`config.mk`:
```
export PLATFORM = sky130hd
export DESIGN_NAME = byte_lane_scheduler_flat
export DESIGN_NICKNAME = d
export VERILOG_FILES = /design/src/rtl/byte_lane_scheduler_if.sv /design/src/rtl/byte_lane_scheduler.sv /design/src/flat_wrapper.sv
export SDC_FILE = /design/constraint.sdc
export NUM_CORES = 1
export LEC_CHECK = 0
export ABC_AREA = 1
export ABC_CLOCK_PERIOD_IN_PS = 6300
export CORE_MARGIN = 5
export CORE_UTILIZATION = 48
export CTS_BUF_LIST = sky130_fd_sc_hd__clkbuf_8 sky130_fd_sc_hd__clkbuf_16
export DETAILED_ROUTE_END_ITERATION = 10
export PLACE_DENSITY = 0.88
export REMOVE_ABC_BUFFERS = 1
export SYNTH_ARGS = -nofsm -noshare
export SYNTH_HDL_FRONTEND = slang
export SYNTH_SLANG_ARGS = --single-unit
```
`constraint.sdc`:
```
create_clock -name clk_4f -period 6.3 [get_ports clk_4f]
set_clock_uncertainty 0.15 [all_clocks]
set_input_delay 1.26 -clock clk_4f [delete_from_list [all_inputs] [get_ports clk_4f]]
set_output_delay 1.26 -clock clk_4f [all_outputs]
set_load 0.02 [all_outputs]
```
`src/rtl/byte_lane_scheduler_if.sv`:
```
// rtl/byte_lane_scheduler_if.sv - requester handshake and byte-lane bundle for byte_lane_scheduler
interface byte_lane_scheduler_if;
  localparam int NREQ = 4;

  logic [NREQ-1:0]    req_valid;
  logic [32*NREQ-1:0] req_data;
  logic [NREQ-1:0]    req_ready;
  logic [7:0]         out_data8;
  logic               out8;

  // Requester/packer side: offers words, watches the handshake and the lane.
  modport master (
    output req_valid,
    output req_data,
    input  req_ready,
    input  out_data8,
    input  out8
  );

  // Scheduler side: accepts words and drives the byte lane.
  modport slave (
    input  req_valid,
    input  req_data,
    output req_ready,
    output out_data8,
    output out8
  );
endinterface

```
`src/rtl/byte_lane_scheduler.sv`:
```
// rtl/byte_lane_scheduler.sv - round-robin scheduler serializing four 32-bit requesters onto one byte lane
module byte_lane_scheduler (
  input  logic                        clk_4f,
  input  logic                        reset,
  byte_lane_scheduler_if.slave        bus,
  output logic [1:0]                  grant_id,
  output logic                        busy,
  output logic [15:0]                 word_count
);

  localparam logic [0:0] IDLE = 1'b0;
  localparam logic [0:0] SEND = 1'b1;

  logic [0:0]  state;
  logic [1:0]  phase;
  logic [31:0] shift;
  logic [1:0]  last_grant;

  logic        accept_point;
  logic        accept;
  logic        found;
  logic [1:0]  winner;
  logic [1:0]  cand;
  logic [31:0] win_word;
  logic        word_done;

  // The lane is free for a new word when idle or while the last byte of the current word is out.
  assign accept_point = (state == IDLE) || ((state == SEND) && (phase == 2'd3));
  assign word_done    = (state == SEND) && (phase == 2'd3);
  assign accept       = !reset && accept_point && found;

  // Round-robin search starting one past the most recent grant.
  always_comb begin
    winner = 2'd0;
    found  = 1'b0;
    cand   = 2'd0;
    for (int k = 1; k <= 4; k++) begin
      cand = last_grant + 2'(k);
      if (!found && bus.req_valid[cand]) begin
        winner = cand;
        found  = 1'b1;
      end
    end
  end

  assign win_word      = bus.req_data[{winner, 5'd0} +: 32];
  assign bus.req_ready = accept ? (4'b0001 << winner) : 4'b0000;

  // Capture, serialize MSB-first and count completed words; an accept at phase 3 chains words with no bubble.
  always_ff @(posedge clk_4f) begin
    if (reset) begin
      state         <= IDLE;
      phase         <= 2'd0;
      shift         <= 32'd0;
      last_grant    <= 2'd3;
      grant_id      <= 2'd0;
      bus.out_data8 <= 8'd0;
      bus.out8      <= 1'b0;
      busy          <= 1'b0;
      word_count    <= 16'd0;
    end else begin
      if (word_done) begin
        word_count <= word_count + 16'd1;
      end
      if (accept) begin
        state         <= SEND;
        phase         <= 2'd0;
        shift         <= {win_word[23:0], 8'h00};
        bus.out_data8 <= win_word[31:24];
        bus.out8      <= 1'b1;
        busy          <= 1'b1;
        last_grant    <= winner;
        grant_id      <= winner;
      end else if (state == SEND) begin
        if (phase == 2'd3) begin
          state         <= IDLE;
          phase         <= 2'd0;
          shift         <= 32'd0;
          bus.out_data8 <= 8'd0;
          bus.out8      <= 1'b0;
          busy          <= 1'b0;
        end else begin
          bus.out_data8 <= shift[31:24];
          shift         <= {shift[23:0], 8'h00};
          phase         <= phase + 2'd1;
        end
      end
    end
  end

endmodule

```
`src/flat_wrapper.sv`:
```
// flat-port wrapper written by rule: the top's interface ports become plain ports
module byte_lane_scheduler_flat 
  (clk_4f, reset, grant_id, busy, word_count, bus_req_valid, bus_req_data, bus_req_ready, bus_out_data8, bus_out8);
  byte_lane_scheduler_if bus_i ();
  input  logic clk_4f;
  input  logic reset;
  output logic [1:0] grant_id;
  output logic busy;
  output logic [15:0] word_count;
  input wire logic [$bits(bus_i.req_valid)-1:0] bus_req_valid;
  input wire logic [$bits(bus_i.req_data)-1:0] bus_req_data;
  output wire logic [$bits(bus_i.req_ready)-1:0] bus_req_ready;
  output wire logic [$bits(bus_i.out_data8)-1:0] bus_out_data8;
  output wire logic [$bits(bus_i.out8)-1:0] bus_out8;
  assign bus_i.req_valid = bus_req_valid;
  assign bus_i.req_data = bus_req_data;
  assign bus_req_ready = bus_i.req_ready;
  assign bus_out_data8 = bus_i.out_data8;
  assign bus_out8 = bus_i.out8;
  byte_lane_scheduler u_core (.clk_4f(clk_4f), .reset(reset), .bus(bus_i), .grant_id(grant_id), .busy(busy), .word_count(word_count));
endmodule
```
; Word level (Yosys, flattened, before mapping)
; Index checks and enable logic that the tools add are counted.
[word_totals]
register_bits = 64
[op_classes]
eq_ne = 1
shift = 2
mux = 30
n_reduce_logical = 15
bitwise_logic = 1
addsub = 5
order_cmp = 4
[op_table]
columns = op, count
row1 = 128-bit by 8-bit variable part select with 32-bit output, 1
row2 = 32-bit 2-to-1 mux, 3
row3 = 8-bit 2-to-1 mux, 3
row4 = "16-bit by 1-bit adder with 16-bit output, second input constant", 1
row5 = 1-bit 2-to-1 mux, 14
row6 = "2-bit by 3-bit less-than comparator with 1-bit output, second input constant", 4
row7 = 2-bit 2-to-1 mux, 5
row8 = 1-bit binary-select mux with 2-bit select, 4
row9 = 1-bit logical AND, 6
row10 = "2-bit by 1-bit adder with 2-bit output, second input constant", 2
row11 = "2-bit adder, second input constant", 2
row12 = 1-bit logical NOT, 4
row13 = 4-bit 2-to-1 mux, 1
row14 = 2-bit nonzero test, 2
row15 = "1-bit by 2-bit << shifter with 4-bit output, first input constant", 1
row16 = "2-bit == test, second input constant", 1
row17 = 2-bit AND reduction, 1
row18 = 2-bit OR reduction, 1
row19 = 1-bit logical OR, 1
row20 = 1-bit NOT, 1

; Depth between registers and ports, before layout
[depth]
ltp_word = 16
depth_mapped = 17
depth_no_buf = 16

; Least setup slack after synthesis
; No wires, ideal clock.
[synth_timing]
kind = input -> output
start = in bus_req_valid[3]
end = out bus_req_ready[3]
t_arrival_ps = 2555
t_required_ps = 4890
stages = 11
slack_ps = 2335
cell_sequence = inv_1 > nand2_1 > nand3_1 > nand2_1 > nor2_8 > nand2_1 > nand2_2 > nand2_4 > nor2_4 > inv_1 > nor2_1
[synth_via]
elab_chain_cells = 14
word_cells_on_any_way = 25
[synth_lines]
columns = item, line_no
row1 = start: declaration, flat_wrapper.sv:10  ; input wire logic [$bits(bus_i.req_valid)-1:0] bus_req_valid;
row2 = 1-bit binary-select mux with 2-bit select, byte_lane_scheduler.sv:39  ; if (!found && bus.req_valid[cand]) begin
row3 = 1-bit 2-to-1 mux (implied by the code), byte_lane_scheduler.sv:39
row4 = 1-bit 2-to-1 mux, byte_lane_scheduler.sv:39
row5 = 1-bit logical NOT, byte_lane_scheduler.sv:39
row6 = 1-bit logical AND, byte_lane_scheduler.sv:39
row7 = 1-bit 2-to-1 mux, byte_lane_scheduler.sv:39
row8 = 1-bit logical NOT, byte_lane_scheduler.sv:39
row9 = 1-bit logical AND, byte_lane_scheduler.sv:39
row10 = 1-bit 2-to-1 mux, byte_lane_scheduler.sv:39
row11 = 1-bit logical NOT, byte_lane_scheduler.sv:39
row12 = 1-bit logical AND, byte_lane_scheduler.sv:39
row13 = 2-bit 2-to-1 mux / 1-bit 2-to-1 mux (equally long branches), byte_lane_scheduler.sv:39
row14 = 1-bit by 2-bit << shifter with 4-bit output / 1-bit logical AND (equally long branches), "byte_lane_scheduler.sv:47, byte_lane_scheduler.sv:30"
row15 = 4-bit 2-to-1 mux *, byte_lane_scheduler.sv:47  ; assign bus.req_ready = accept ? (4'b0001 << winner) : 4'b0000;
row16 = end: declaration, flat_wrapper.sv:12  ; output wire logic [$bits(bus_i.req_ready)-1:0] bus_req_ready;
; Mark *: on every way between the ends. The rest lies on a longest branch, timed or not. The select of a mux whose other input is x is not followed.

; Worst setup path after layout
[layout_timing]
start = in bus_req_valid[1]
end = out bus_req_ready[3]
; Same word-level chain as after synthesis.

==> impl_metrics.csv <==
group,metric,value,unit
outcome,outcome,"finished clean",
power_and_ir_drop,power_frac_clock,8.0,%
place,port-buffer-count,165,
die,initial_core_util,49.8,%
grt,grt_overflow,0,
power_and_ir_drop,pwr-share-seq,20.3,%
die,ios,166,
setup_path,worstSetupPathType,"in -> out",
place,dp_hpwl,9770,um
yosys,ys_warn_count,0,
clock_network,clk_latency,310,ps
job,cap_violations,0,
clock_network,cts_setup_buffers,0,
finish,nNetsFinal,979,
grt,grt_max_degree,50,
setup_path,cpPeakStageDelay,630,ps
yosys,syn_inst,702,
drt,drt_iter0_markers,268,
yosys,ys_types,34,
sta,finalCriticalPeriod,5390,ps
die,fp-row-count,33,
power_and_ir_drop,swShare,53.7,%
yosys,avgSynthCellArea,5.88,um^2
clock_network,path_clk_slew,90,ps
yosys,yosys.area.top_type,"dfxtp_1",
clock_network,htree_levels,2,
sta,worst_pin_slew,1010,ps
drt,post-route-drc-count,0,
die,fp.dieH,103,um
yosys,seq_area_frac_synth,27.1,%
setup_path,crit_chain,"clkdlybuf4s50_1, nand2_1, nand3_1, nand2_1, o21ai_1, nand2_1, nand2_2, nand2_4, nor2_4, inv_1, nor2_1, clkdlybuf4s50_1",
setup_path,cp_max_fo,27,
clock_network,cts-root-buf,"clkbuf_8",
yosys,syn_area,4130,um^2
setup_path,crit_path_end_kind,"primary output",
clock_network,cts_tree,"built",
setup_path,arrival,3980,ps
drt,antenna_left,0,
yosys,synth.top_cell.area_share,27.1,%
finish,area_growth,40.7,%
power_and_ir_drop,powerDensity,425,nW/um^2
place,place.gp.congestion,0.946,
power_and_ir_drop,peakVddDrop,0.000325,V
sta,setup_violations,0,
worst_hold_path,min_delay_path_depth,2,
grt,grt_pass1_wl,20600,um
power_and_ir_drop,p_leak,2.79,nW
grt,grt_usage,23.5,%
clock_network,tritoncts.num_buffers,5,
setup_path,crit_path_frequent_cell,"nand2_1",
power_and_ir_drop,p_sw,1.33,mW
sta,rsz0062_at_grt,"false",
finish,drive_above_1_share,4.15,%
yosys,ys_ff_latch,56,
die,coreArea,8300,um^2
power_and_ir_drop,p_int,1.14,mW
sta,hold_viol_final,0,
setup_path,slowest_stage,"clkdlybuf4s50_1",
place,dpl_worst_slack,947,ps
yosys,synthTopCellsByArea,"dfxtp_1, nand2_1, inv_1",
power_and_ir_drop,power_frac_comb,71.7,%
sta,fin_crit_sh,85.6,%
sta,maxSlewHeadroom,32.3,%
sta,drv_slew,0,
clock_network,cts_sinks,56,
drt,vias,4832,
sta,clock.fmax,0.185,GHz
die,die_area,10600,um^2
drt,wl_per_cell,13.4,um
sta,setup-tns-final,0,ps
drt,vias_per_cell,5.09,
clock_network,cts_resized,0,
setup_path,worstPathRequired,4890,ps
drt,wl,12700,um
setup_path,r2r_cells,15,
finish,num_antenna_cells,0,
die,die_w,103,um
sta,timing.final.ws_setup,908,ps
setup_path,cp-start-kind,"input port",
clock_network,clock_path_buffers,2,
drt,first_pass_iters,5,
grt,grt_pass1_vias,4744,
grt,antenna_found_initial,0,
clock_network,postCtsHoldBufs,0,
worst_hold_path,min_path_type,"reg -> reg",
==> final timing paths <==
check	from	to	slack (ps)
max	bus_req_valid[1]	bus_req_ready[3]	910
min	u_core.shift[9]	u_core.shift[9]	320
max reg2reg	u_core.last_grant[0]	u_core.shift[14]	3040
min reg2reg	u_core.shift[9]	u_core.shift[9]	320
==> per-stage QoR <==
stage	instance area, um^2	total power, mW	hold WS [ps]	instances	utilization, %
2_1_floorplan	3920	1.73	289	668	-
3_3_place_gp	5720	2.22	301	941	69.0
3_5_place_dp	5720	2.27	307	941	69.0
4_1_cts	5810	2.47	321	949	70.0
5_1_grt	5810	2.71	333	949	70.0
6_report	5810	2.47	322	949	70.0
==> layout by cell type, fill, tap and decap left out, types with 12 or more instances in the layout <==
| cell | count |
|---|---|
| nand4_1 | 12 |
| a21oi_1 | 33 |
| nor2_1 | 38 |
| inv_1 | 122 |
| nand3_1 | 81 |
| clkdlybuf4s50_1 | 165 |
| or2_1 | 20 |
| dfxtp_1 | 56 |
| o21ai_0 | 21 |
| nand2_1 | 224 |
==> power groups by stage <==
stage          sequential [mW]  clock (mW)  combinational, mW
2_1_floorplan            0.532           0               1.20
3_3_place_gp             0.505           0               1.71
3_5_place_dp             0.507           0               1.77
4_1_cts                  0.500       0.201               1.77
5_1_grt                  0.513       0.214               1.99
6_report                 0.501       0.198               1.77
==> synth_stat cells <==
master,n
nand2_1,224
inv_1,120
nand3_1,81
dfxtp_1,56
nor2_1,38
a21oi_1,33
o21ai_0,21
or2_1,20
nand4_1,12
buf_2,11
buf_4,9
clkbuf_1,9
o211ai_1,9
inv_2,7
nand3b_1,7
nand2_2,6
nor3_1,6
buf_6,5
nand2_4,4
o22ai_1,4
nor2_4,3
ha_1,2
nand3_2,2
o21ai_1,2
xnor2_1,2
a211oi_1,1
a21oi_4,1
a31oi_1,1
nand3_4,1
nor2_2,1
nor2_8,1
nor3b_1,1
nor4_1,1
xor2_1,1
==> layout make-up <==
cell class	instances	area (um^2)
Fill cell	721	2490
Sequential cell	56	1120
Tap cell	105	131
Multi-Input combinational cell	485	2320
Clock buffer	6	82.6
Clock inverter	2	7.51
Inverter	127	477
Timing Repair Buffer	168	1670
==> cells by family (layout without fill, tap and decap cells) <==
family,Yosys count,count (layout),synth area share (%)
AND/OR/NAND/NOR,408,408,45.2
flip-flops,56,56,27.1
XOR/XNOR,3,3,0.636
buffers and inverters,161,303,16.7
adder cells (fa/ha/maj),2,2,0.606
AO/OA/AOI/OAI,72,72,9.75
==> sequential cells by signal (all words and copies together) (netlist names) <==
signal,count
u_core.busy,1
u_core.grant_id,2
u_core.word_count,16
u_core.bus.out_data8,8
u_core.last_grant,2
u_core.phase,2
u_core.shift,24
u_core.state,1
==> metal layers <==
metal,up-vias,GRT usage [%],wire [um]
met2,185,42.8,6250
met3,29,3.72,944
met1,2163,28.1,5190
met4,0,7.57,323
met5,-,0,0
li1,2455,-,-
==> critical path: cells and delay by family <==
kind / cells / cell delay [ps]
buf+inv: 3 / 1250
compound gates: 1 / 160
simple gates: 8 / 1300
Power figures use the tool's default switching activity.
